`src/rtl/seg7_scan_if.sv`:
```
// seg7_scan bus: frame content in, SEG7 selectors and digit enables out.
// master drives content; slave is the scan controller.
interface seg7_scan_if;
  logic        load;
  logic [31:0] value;
  logic [7:0]  dots;
  logic [1:0]  mode;
  logic [3:0]  din;
  logic        num;
  logic        none;
  logic        dot;
  logic        hi_1;
  logic        hi_2;
  logic        lo_1;
  logic        lo_2;
  logic [7:0]  an_n;
  logic        frame;

  modport master (
    output load, value, dots, mode,
    input  din, num, none, dot,
    input  hi_1, hi_2, lo_1, lo_2,
    input  an_n, frame
  );

  modport slave (
    input  load, value, dots, mode,
    output din, num, none, dot,
    output hi_1, hi_2, lo_1, lo_2,
    output an_n, frame
  );
endinterface

```
`src/rtl/seg7_scan.sv`:
```
// 8-digit 7-seg scan controller with frame-boundary content swap.
// Define SEG7_SCAN_LZB_EN for leading-zero blanking in number mode.
module seg7_scan #(
  parameter int DIGITS = 8,
  parameter int DIV    = 1024
) (
  input logic       clk,
  input logic       reset,
  seg7_scan_if.slave bus
);

  localparam int PW = $clog2(DIV);

  logic [PW-1:0] pre;
  logic [2:0]    idx;
  logic [2:0]    idx_d1;
  logic          v1;
  logic          tick;
  logic          wrap;

  logic [31:0]   pnd_value;
  logic [7:0]    pnd_dots;
  logic [1:0]    pnd_mode;
  logic          pend_v;

  logic [31:0]   act_value;
  logic [7:0]    act_dots;
  logic [1:0]    act_mode;

  logic [7:0]    blank;
  logic [3:0]    nib;
  logic [7:0]    an_nxt;

  logic [3:0]    d_din;
  logic          d_num;
  logic          d_none;
  logic          d_hi1;
  logic          d_hi2;
  logic          d_lo1;
  logic          d_lo2;

  assign tick = (pre == PW'(DIV - 1));
  assign wrap = tick && (idx == 3'(DIGITS - 1));
  assign nib  = act_value[{idx, 2'b00} +: 4];

`ifdef SEG7_SCAN_LZB_EN
  // blank[k]: nibble k and every nibble above it are zero
  always_comb begin
    logic z;
    z     = 1'b1;
    blank = '0;
    for (int k = 7; k >= 1; k--) begin
      z        = z & (act_value[4*k +: 4] == 4'd0);
      blank[k] = z;
    end
  end
`else
  assign blank = '0;
`endif

  always_comb begin
    d_din  = 4'd0;
    d_num  = 1'b0;
    d_none = 1'b0;
    d_hi1  = 1'b0;
    d_hi2  = 1'b0;
    d_lo1  = 1'b0;
    d_lo2  = 1'b0;
    unique case (act_mode)
      2'd0: begin
        if (blank[idx]) begin
          d_none = 1'b1;
        end else begin
          d_num = 1'b1;
          d_din = nib;
        end
      end
      2'd1: begin
        if (idx == 3'd1)      d_hi1  = 1'b1;
        else if (idx == 3'd0) d_hi2  = 1'b1;
        else                  d_none = 1'b1;
      end
      2'd2: begin
        if (idx == 3'd1)      d_lo1  = 1'b1;
        else if (idx == 3'd0) d_lo2  = 1'b1;
        else                  d_none = 1'b1;
      end
      default: d_none = 1'b1;
    endcase
  end

  always_comb begin
    an_nxt = '1;
    for (int k = 0; k < DIGITS; k++) begin
      if (idx_d1 == 3'(k)) an_nxt[k] = 1'b0;
    end
  end

  always_ff @(posedge clk) begin
    if (!reset) begin
      pre       <= '0;
      idx       <= '0;
      idx_d1    <= '0;
      v1        <= 1'b0;
      pend_v    <= 1'b0;
      pnd_value <= '0;
      pnd_dots  <= '0;
      pnd_mode  <= 2'd3;
      act_value <= '0;
      act_dots  <= '0;
      act_mode  <= 2'd3;
      bus.din   <= 4'd0;
      bus.num   <= 1'b0;
      bus.none  <= 1'b1;
      bus.dot   <= 1'b0;
      bus.hi_1  <= 1'b0;
      bus.hi_2  <= 1'b0;
      bus.lo_1  <= 1'b0;
      bus.lo_2  <= 1'b0;
      bus.an_n  <= 8'hFF;
      bus.frame <= 1'b0;
    end else begin
      pre <= tick ? '0 : pre + 1'b1;
      if (tick) idx <= wrap ? 3'd0 : idx + 3'd1;

      bus.frame <= 1'b0;
      if (wrap) begin
        // a load landing on the wrap skips pending entirely
        if (bus.load) begin
          act_value <= bus.value;
          act_dots  <= bus.dots;
          act_mode  <= bus.mode;
          pend_v    <= 1'b0;
          bus.frame <= 1'b1;
        end else if (pend_v) begin
          act_value <= pnd_value;
          act_dots  <= pnd_dots;
          act_mode  <= pnd_mode;
          pend_v    <= 1'b0;
          bus.frame <= 1'b1;
        end
      end else if (bus.load) begin
        pnd_value <= bus.value;
        pnd_dots  <= bus.dots;
        pnd_mode  <= bus.mode;
        pend_v    <= 1'b1;
      end

      bus.din  <= d_din;
      bus.num  <= d_num;
      bus.none <= d_none;
      bus.dot  <= act_dots[idx];
      bus.hi_1 <= d_hi1;
      bus.hi_2 <= d_hi2;
      bus.lo_1 <= d_lo1;
      bus.lo_2 <= d_lo2;

      // second stage matches the SEG7 output register
      idx_d1   <= idx;
      v1       <= 1'b1;
      bus.an_n <= v1 ? an_nxt : 8'hFF;
    end
  end

endmodule

```
`src/flat_wrapper.sv`:
```
// flat-port wrapper written by rule: the top's interface ports become plain ports
module seg7_scan_flat 
#(
  parameter int DIGITS = 8,
  parameter int DIV    = 1024
)
  (clk, reset, bus_load, bus_value, bus_dots, bus_mode, bus_din, bus_num, bus_none, bus_dot, bus_hi_1, bus_hi_2, bus_lo_1, bus_lo_2, bus_an_n, bus_frame);
  seg7_scan_if bus_i ();
  input logic clk;
  input logic reset;
  input wire logic [$bits(bus_i.load)-1:0] bus_load;
  input wire logic [$bits(bus_i.value)-1:0] bus_value;
  input wire logic [$bits(bus_i.dots)-1:0] bus_dots;
  input wire logic [$bits(bus_i.mode)-1:0] bus_mode;
  output wire logic [$bits(bus_i.din)-1:0] bus_din;
  output wire logic [$bits(bus_i.num)-1:0] bus_num;
  output wire logic [$bits(bus_i.none)-1:0] bus_none;
  output wire logic [$bits(bus_i.dot)-1:0] bus_dot;
  output wire logic [$bits(bus_i.hi_1)-1:0] bus_hi_1;
  output wire logic [$bits(bus_i.hi_2)-1:0] bus_hi_2;
  output wire logic [$bits(bus_i.lo_1)-1:0] bus_lo_1;
  output wire logic [$bits(bus_i.lo_2)-1:0] bus_lo_2;
  output wire logic [$bits(bus_i.an_n)-1:0] bus_an_n;
  output wire logic [$bits(bus_i.frame)-1:0] bus_frame;
  assign bus_i.load = bus_load;
  assign bus_i.value = bus_value;
  assign bus_i.dots = bus_dots;
  assign bus_i.mode = bus_mode;
  assign bus_din = bus_i.din;
  assign bus_num = bus_i.num;
  assign bus_none = bus_i.none;
  assign bus_dot = bus_i.dot;
  assign bus_hi_1 = bus_i.hi_1;
  assign bus_hi_2 = bus_i.hi_2;
  assign bus_lo_1 = bus_i.lo_1;
  assign bus_lo_2 = bus_i.lo_2;
  assign bus_an_n = bus_i.an_n;
  assign bus_frame = bus_i.frame;
  seg7_scan #(.DIGITS(DIGITS), .DIV(DIV)) u_core (.clk(clk), .reset(reset), .bus(bus_i));
endmodule
```
`config.mk`:
```
export PLATFORM = sky130hd
export DESIGN_NAME = seg7_scan_flat
export DESIGN_NICKNAME = d
export VERILOG_FILES = /design/src/rtl/seg7_scan_if.sv /design/src/rtl/seg7_scan.sv /design/src/flat_wrapper.sv
export SDC_FILE = /design/constraint.sdc
export NUM_CORES = 1
export LEC_CHECK = 0
export ABC_AREA = 1
export BUFFER_PORTS_ARGS = -buffer_cell sky130_fd_sc_hd__buf_2
export CORE_MARGIN = 8
export CORE_UTILIZATION = 40
export CTS_BUF_LIST = sky130_fd_sc_hd__clkbuf_2 sky130_fd_sc_hd__clkbuf_4 sky130_fd_sc_hd__clkbuf_8
export DETAILED_ROUTE_END_ITERATION = 8
export GPL_TIMING_DRIVEN = 0
export MAX_ROUTING_LAYER = met4
export SLEW_MARGIN = 5
export SYNTH_ARGS = -nofsm -noshare
export SYNTH_HDL_FRONTEND = slang
export SYNTH_SLANG_ARGS = --single-unit
```
`constraint.sdc`:
```
create_clock -name clk -period 1.52 [get_ports clk]
set_input_delay 0.228 -clock clk [delete_from_list [all_inputs] [get_ports clk]]
set_output_delay 0.228 -clock clk [all_outputs]
set_load 0.01 [all_outputs]
```
=== Yosys cells after proc, flatten, opt, wreduce, memory -nomap -nowiden ===
Memory sizes are Yosys's and may differ from the RTL's. A register that Yosys moved wholly into a read port is not among the register bits.
Cells that the tools add are included.

* Flip-flop bits (word level): 122
* Latch bits: 0
* Memory bits (writable): 0
* Bits in read-only memories: 8
* Bits of input ports: 45
* Output and inout port bits: 20
* Word-level logic and storage cells: 88
* Memories kept: 1

{| class="wikitable"
|+ Memory list
! name !! depth !! width !! read ports !! clocked after memory_dff !! wr ports !! RTL line !! RTL
|-
| (name not given) || 8 || 1 || 1 || 1 || 0 || seg7_scan.sv:71 || <nowiki>if (blank[idx]) begin</nowiki>
|}

* $add $sub $neg: 2
* Multipliers: 0
* Divide/modulo/power cells: 0
* $lt $le $gt $ge: 1
* Eq/ne operators: 12
* Shift operators: 1
* Multiplexer cells: 31
* Bitwise logic cells: 3
* Reduce and logical (&&, ||, !) cells: 16

{| class="wikitable"
|+ Operators by type and width
! operator !! count
|-
| 32-bit two-way mux || 2
|-
| 32-bit by 6-bit variable part select with 4-bit output || 1
|-
| 1-bit two-way mux || 20
|-
| 8-bit two-way mux || 2
|-
| 3-bit == test, second input constant || 5
|-
| 2-bit AND reduction || 7
|-
| 10-bit by 1-bit adder with 10-bit output, second input constant || 1
|-
| 10-bit == test, second input constant || 1
|-
| 3-bit two-way mux || 3
|-
| 3-bit by 1-bit == test with 1-bit output, second input constant || 2
|-
| 3-bit by 2-bit == test with 1-bit output, second input constant || 2
|-
| 3-bit logical NOT || 2
|-
| 2-bit OR reduction || 3
|-
| 3-bit by 4-bit < comparator with 1-bit output, second input constant || 1
|-
| 2-bit two-way mux || 2
|-
| 3-bit by 1-bit adder with 3-bit output, second input constant || 1
|-
| 1-bit binary-select mux with 3-bit select || 1
|-
| 1-bit inverter || 3
|-
| 3-bit OR reduction || 1
|-
| 2-bit by 1-bit == test with 1-bit output, second input constant || 1
|-
| 2-bit == test, second input constant || 1
|-
| 2-bit logical NOT || 1
|-
| 1-bit one-hot mux with 2 select lines || 1
|-
| 2-bit nonzero test || 1
|-
| 1-bit logical AND || 1
|}

=== Longest topological paths before layout ===
* Depth in word-level cells: 5
* Depth in mapped cells: 9
* Gate-level depth less buffers: 8

=== Worst setup path after synthesis ===
OpenSTA, ideal clock, no wires.

* Kind: reg2reg
* From: register u_core.pre[0]
* To: register u_core.act_value[25]
* Setup time: 113 ps
* Arrival: 1384 ps
* Required time: 1407 ps
* Setup slack: 23 ps
* Stages on the path, launching flop included: 10
* Buffers on the path: 1
* Period minus slack after synthesis: 1497 ps
* Path through: dfxtp_1 > ha_1 > nand2_1 > nor2_2 > nand3_2 > nor2_4 > buf_4 > nand3_1 > nand2_1 > nor2_1

* Word-level cells in the longest chain between the ends: 3

{| class="wikitable"
|+ RTL lines
! what !! RTL line !! RTL
|-
| start: declaration || seg7_scan.sv:14 || <nowiki>logic [PW-1:0] pre;</nowiki>
|-
| start signal: assignment || seg7_scan.sv:123 || <nowiki>pre <= tick ? '0 : pre + 1'b1;</nowiki>
|-
| 10-bit == test || seg7_scan.sv:42 || <nowiki>assign tick = (pre == PW'(DIV - 1));</nowiki>
|-
| 1-bit logical AND || seg7_scan.sv:43 || <nowiki>assign wrap = tick && (idx == 3'(DIGITS - 1));</nowiki>
|-
| 2-bit AND reduction (no source line) || - ||
|-
| end signal: assignment || seg7_scan.sv:130 || <nowiki>act_value <= bus.value;</nowiki>
|-
| end signal: assignment || seg7_scan.sv:136 || <nowiki>act_value <= pnd_value;</nowiki>
|-
| end: declaration || seg7_scan.sv:26 || <nowiki>logic [31:0] act_value;</nowiki>
|}

Every way passes these cells.
A chain may end at the register's enable or synchronous reset.

=== Worst setup path in the final report ===
* From: register u_core.idx[0]
* To: register u_core.pnd_mode[1]

* Word-level cells in the longest chain between the ends: 4

{| class="wikitable"
|+ RTL lines
! what !! RTL line !! RTL
|-
| start: declaration || seg7_scan.sv:15 || <nowiki>logic [2:0] idx;</nowiki>
|-
| start signal: assignment || seg7_scan.sv:124 || <nowiki>if (tick) idx <= wrap ? 3'd0 : idx + 3'd1;</nowiki>
|-
| 3-bit == test || seg7_scan.sv:43 ||
|-
| 1-bit logical AND || seg7_scan.sv:43 ||
|-
| 1-bit inverter (no source line) || - ||
|-
| 2-bit AND reduction (no source line) || - ||
|-
| end signal: assignment || seg7_scan.sv:145 || <nowiki>pnd_mode <= bus.mode;</nowiki>
|-
| end: declaration || seg7_scan.sv:23 || <nowiki>logic [1:0] pnd_mode;</nowiki>
|}

Every way passes these cells.

==> impl_metrics.csv <==
group,metric,value,unit
floorplanning,die_w,134,um
cts,clk_latency,0.45,ns
route,num_vias,5248,
route,drc,0,
yosys,synth_cell_type_count,28,
yosys,synth_edf_count,0,
floorplanning,ios,65,
yosys,synth-compound-area-share,7.47,%
yosys,synth_adder_area_share,1.81,%
yosys,synth_simple_gate_area_share,32.4,%
pwr,p_clk_share,46.1,%
sta,finClkSkew,0.0114,ns
yosys,synth.cell_area,5520,um^2
cells_and_area,fin_util,54.0,%
global_route,grt_max_degree,17,
yosys,ys_warn_count,0,
setup_path,r2r_slack,-0.11,ns
placed_design,place_hpwl,10.3,mm
setup_path,required,1.83,ns
yosys,synth_fp_nets,790,
placed_design,port_buffers,63,
route,wl_per_cell,14.7,um
yosys,synthesis.instances,737,
global_route,grt_pass1_wl,24.9,mm
cells_and_area,regArea,2450,um^2
sta,finalSetupViolations,82,
setup_path,r2r-end,"u_core.pnd_mode[1]",
cells_and_area,instances_no_fill,1041,
placed_design,dp.cells,980,
cts,cts_buffers,17,
sta,final.min_clock_period,1.63,ns
sta,setup_tns,-5.44,ns
placed_design,place_congestion,0.808,
cts,htree_levels,4,
cells_and_area,multiInputGateArea,3060,um^2
sta,rsz0062_at_grt,"yes",
sta,finalCritPeriodShare,107,%
setup_path,r2r_start,"u_core.idx[0]",
route,ant_nets,0,
cells_and_area,drive_above_1_share,26.8,%
pwr,ir_drop,557,uV
min_path,hp-class,"in -> reg",
yosys,yosysSeqAreaShare,44.2,%
sta,slew-limit-headroom,42.9,%
floorplanning,num_rows,43,
sta,finalHoldViolations,0,
cts,cts_tree,"done",
pwr,intPower,0.00553,W
cts,cts_root_buf,"clkbuf_8",
cts,cts.sinks,122,
setup_path,worstSetupPathType,"reg -> reg",
setup_path,endpoint,"u_core.pnd_mode[1]",
global_route,grt_pass1_vias,5299,
pwr,swShare,24.1,%
floorplanning,start_util,40.4,%
yosys,syn_area_per_cell,7.50,um^2
sta,timing.fmax,613,MHz
flow_run,max-cap-violations,0,
sta,slew_violations,0,
cts,cts_max_path_buffers,2,
pwr,pwr-share-seq,45.8,%
yosys,synth_top_family_by_area,"simple AND/OR/NAND/NOR gates",
yosys,synth_seq_cells,122,
cells_and_area,n_antenna_cell,0,
cells_and_area,fillers,1315,
setup_path,path_max_fanout,8,
setup_path,startpoint_type,"flip-flop",
floorplanning,fp.coreArea,13700,um^2
setup_path,crit_path_end_kind,"flip-flop",
cells_and_area,area_delta_synth_final,33.5,%
route,wl,15.3,mm
pwr,p_leak,3.24,nW
outcome,violations,"negative setup slack",
pwr,combPwrFrac,8.1,%
pwr,power.density,988,nW/um^2
cts,cts.clk_slew.worst_paths,0.07,ns
outcome,outcome,"finished, violations left",
cells_and_area,layout.nets,901,
pwr,p_switching,0.00176,W
route,drt-vias-per-instance,5.04,
sta,worst_slew_pin_slew,0.856,ns
setup_path,crit_arrival,1.94,ns
global_route,grt_usage,17.7,%
yosys,synthMuxAreaShare,7.25,%
yosys,async_flop_share,0,%
setup_path,r2r_cells,9,
floorplanning,die_area,17800,um^2
route,drtIter0Drc,265,
setup_path,crit_start,"u_core.idx[0]",
sta,fin_ws,-0.111,ns
global_route,antenna_found_initial,0,
yosys,synth-xor-area-share,0.634,%
route,firstDrtPassIters,5,
yosys,synthFlopType,"dfxtp_1",
global_route,grt_overflow,0,
floorplanning,fp.dieH,134,um
## layout by cell type, fill, tap and decap left out, types with 3 or more instances in the layout
master / synthesis / layout
xor2_1: 3 / 3
nand3_1: 46 / 39
ha_1: 8 / 6
a21oi_4: 0 / 5
nand3b_1: 40 / 40
a21oi_1: 47 / 27
dfxtp_1: 122 / 119
buf_2: 10 / 68
o211ai_1: 5 / 5
buf_4: 4 / 11
buf_1: 9 / 6
clkbuf_2: 0 / 5
nand3_2: 1 / 7
inv_1: 23 / 23
buf_16: 0 / 3
nor2_1: 171 / 141
buf_8: 0 / 10
mux2i_1: 40 / 40
clkinvlp_4: 0 / 7
a21oi_2: 0 / 15
nor2_2: 2 / 28
o21ai_0: 23 / 23
o22ai_1: 4 / 4
nand2_1: 135 / 130
dlygate4sd3_1: 0 / 3
clkbuf_8: 0 / 18
bufinv_16: 0 / 5
nor2_4: 2 / 6
nand2_4: 0 / 3
clkbuf_1: 25 / 15
buf_6: 4 / 17
## timing repair
action | in CTS | in global routing
setup endpoints to repair | 101 | 105
gates cloned | 8 | 2
hold endpoints to repair | 3 | 0
gates resized for setup | 123 | 50
hold buffers | 3 | 0
buffers inserted | 16 | 1
pin swaps | 53 | 24
## cell families after synthesis
group                    Yosys count
AND/OR/NAND/NOR                  408
flip-flops                       122
AO/OA/AOI/OAI                     79
buffers and inverters             76
multiplexers                      40
adder cells (fa/ha/maj)            8
XOR/XNOR                           4
## stage by stage
stage,instance area [um^2],hold slack [ns],worst slack [ns],total power [W]
6_report,7380,0.110,-0.111,0.00729
5_1_grt,7380,0.109,-0.227,0.00756
4_1_cts,7200,0.0812,-0.105,0.00732
3_5_place_dp,6060,0.399,-0.401,0.00393
3_3_place_gp,6060,0.407,-0.345,0.00390
2_1_floorplan,5520,0.256,0.0228,0.00375
## cells in the mapped netlist, types with 3 or more instances
master,number,area (um^2)
inv_1,23,86.3
o211ai_1,5,37.5
clkbuf_1,25,93.8
a21oi_1,47,235
ha_1,8,100
buf_1,9,33.8
buf_2,10,50.1
nand2_1,135,507
nor2_1,171,642
xor2_1,3,26.3
o22ai_1,4,25.0
nor3_1,4,20.0
nand3b_1,40,300
dfxtp_1,122,2440
o21ai_0,23,115
nand3_1,46,230
buf_6,4,45.0
mux2i_1,40,400
buf_4,4,30.0
## final cells by class
| type | count | share of cell area, % |
|---|---|---|
| buffer | 52 | 5.16 |
| clock buffer | 18 | 3.36 |
| clock inverter | 14 | 2.99 |
| inverter | 24 | 1.22 |
| multi-input combinational | 539 | 41.5 |
| sequential | 122 | 33.2 |
| tap | 180 | 3.05 |
| timing repair buffer | 92 | 9.57 |
## worst min-delay path by stage
stage / from / cells past startpoint / end
after floorplan: reset / 0 / u_core.v1
after global placement: reset / 1 / u_core.v1
after detailed placement: reset / 1 / u_core.v1
after CTS: bus_value[8] / 4 / u_core.pnd_value[8]
after global routing: bus_value[21] / 4 / u_core.pnd_value[21]
final: bus_value[8] / 4 / u_core.pnd_value[8]
## registers in the layout, indices dropped and copies added (netlist names), 2 cells and up
name	cells
u_core.pnd_dots	8
u_core.act_dots	8
u_core.idx	3
u_core.pre	10
u_core.bus.an_n	8
u_core.act_value	32
u_core.pnd_mode	2
u_core.pnd_value	32
u_core.act_mode	2
u_core.idx_d1	3
u_core.bus.din	4
## per-layer routing
layer	vias to the layer above	global-route usage (%)	wire length, um
met3	20	4.07	635
met2	104	29.8	7440
met1	2498	20.4	7030
li1	2626	-	-
met4	0	5.61	189
met5	-	-	0
## worst max-delay path: stages, from the launching register on
cell and delay, ns:
dfxtp_4 0.35, ha_1 0.19, ha_2 0.17, nand4_1 0.14, buf_4 0.14, buf_12 0.16
buf_4 0.13, nand2_1 0.05, nand2_1 0.08, nand3_1 0.07
## power groups by stage
stage / registers, W / clock network, W / logic, W
2_1_floorplan: 0.00339 / 0 / 0.000359
3_3_place_gp: 0.00339 / 0 / 0.000509
3_5_place_dp: 0.00340 / 0 / 0.000527
4_1_cts: 0.00333 / 0.00342 / 0.000571
5_1_grt: 0.00335 / 0.00356 / 0.000652
6_report: 0.00334 / 0.00336 / 0.000589
Note: power is estimated with default switching activity, not from simulation.
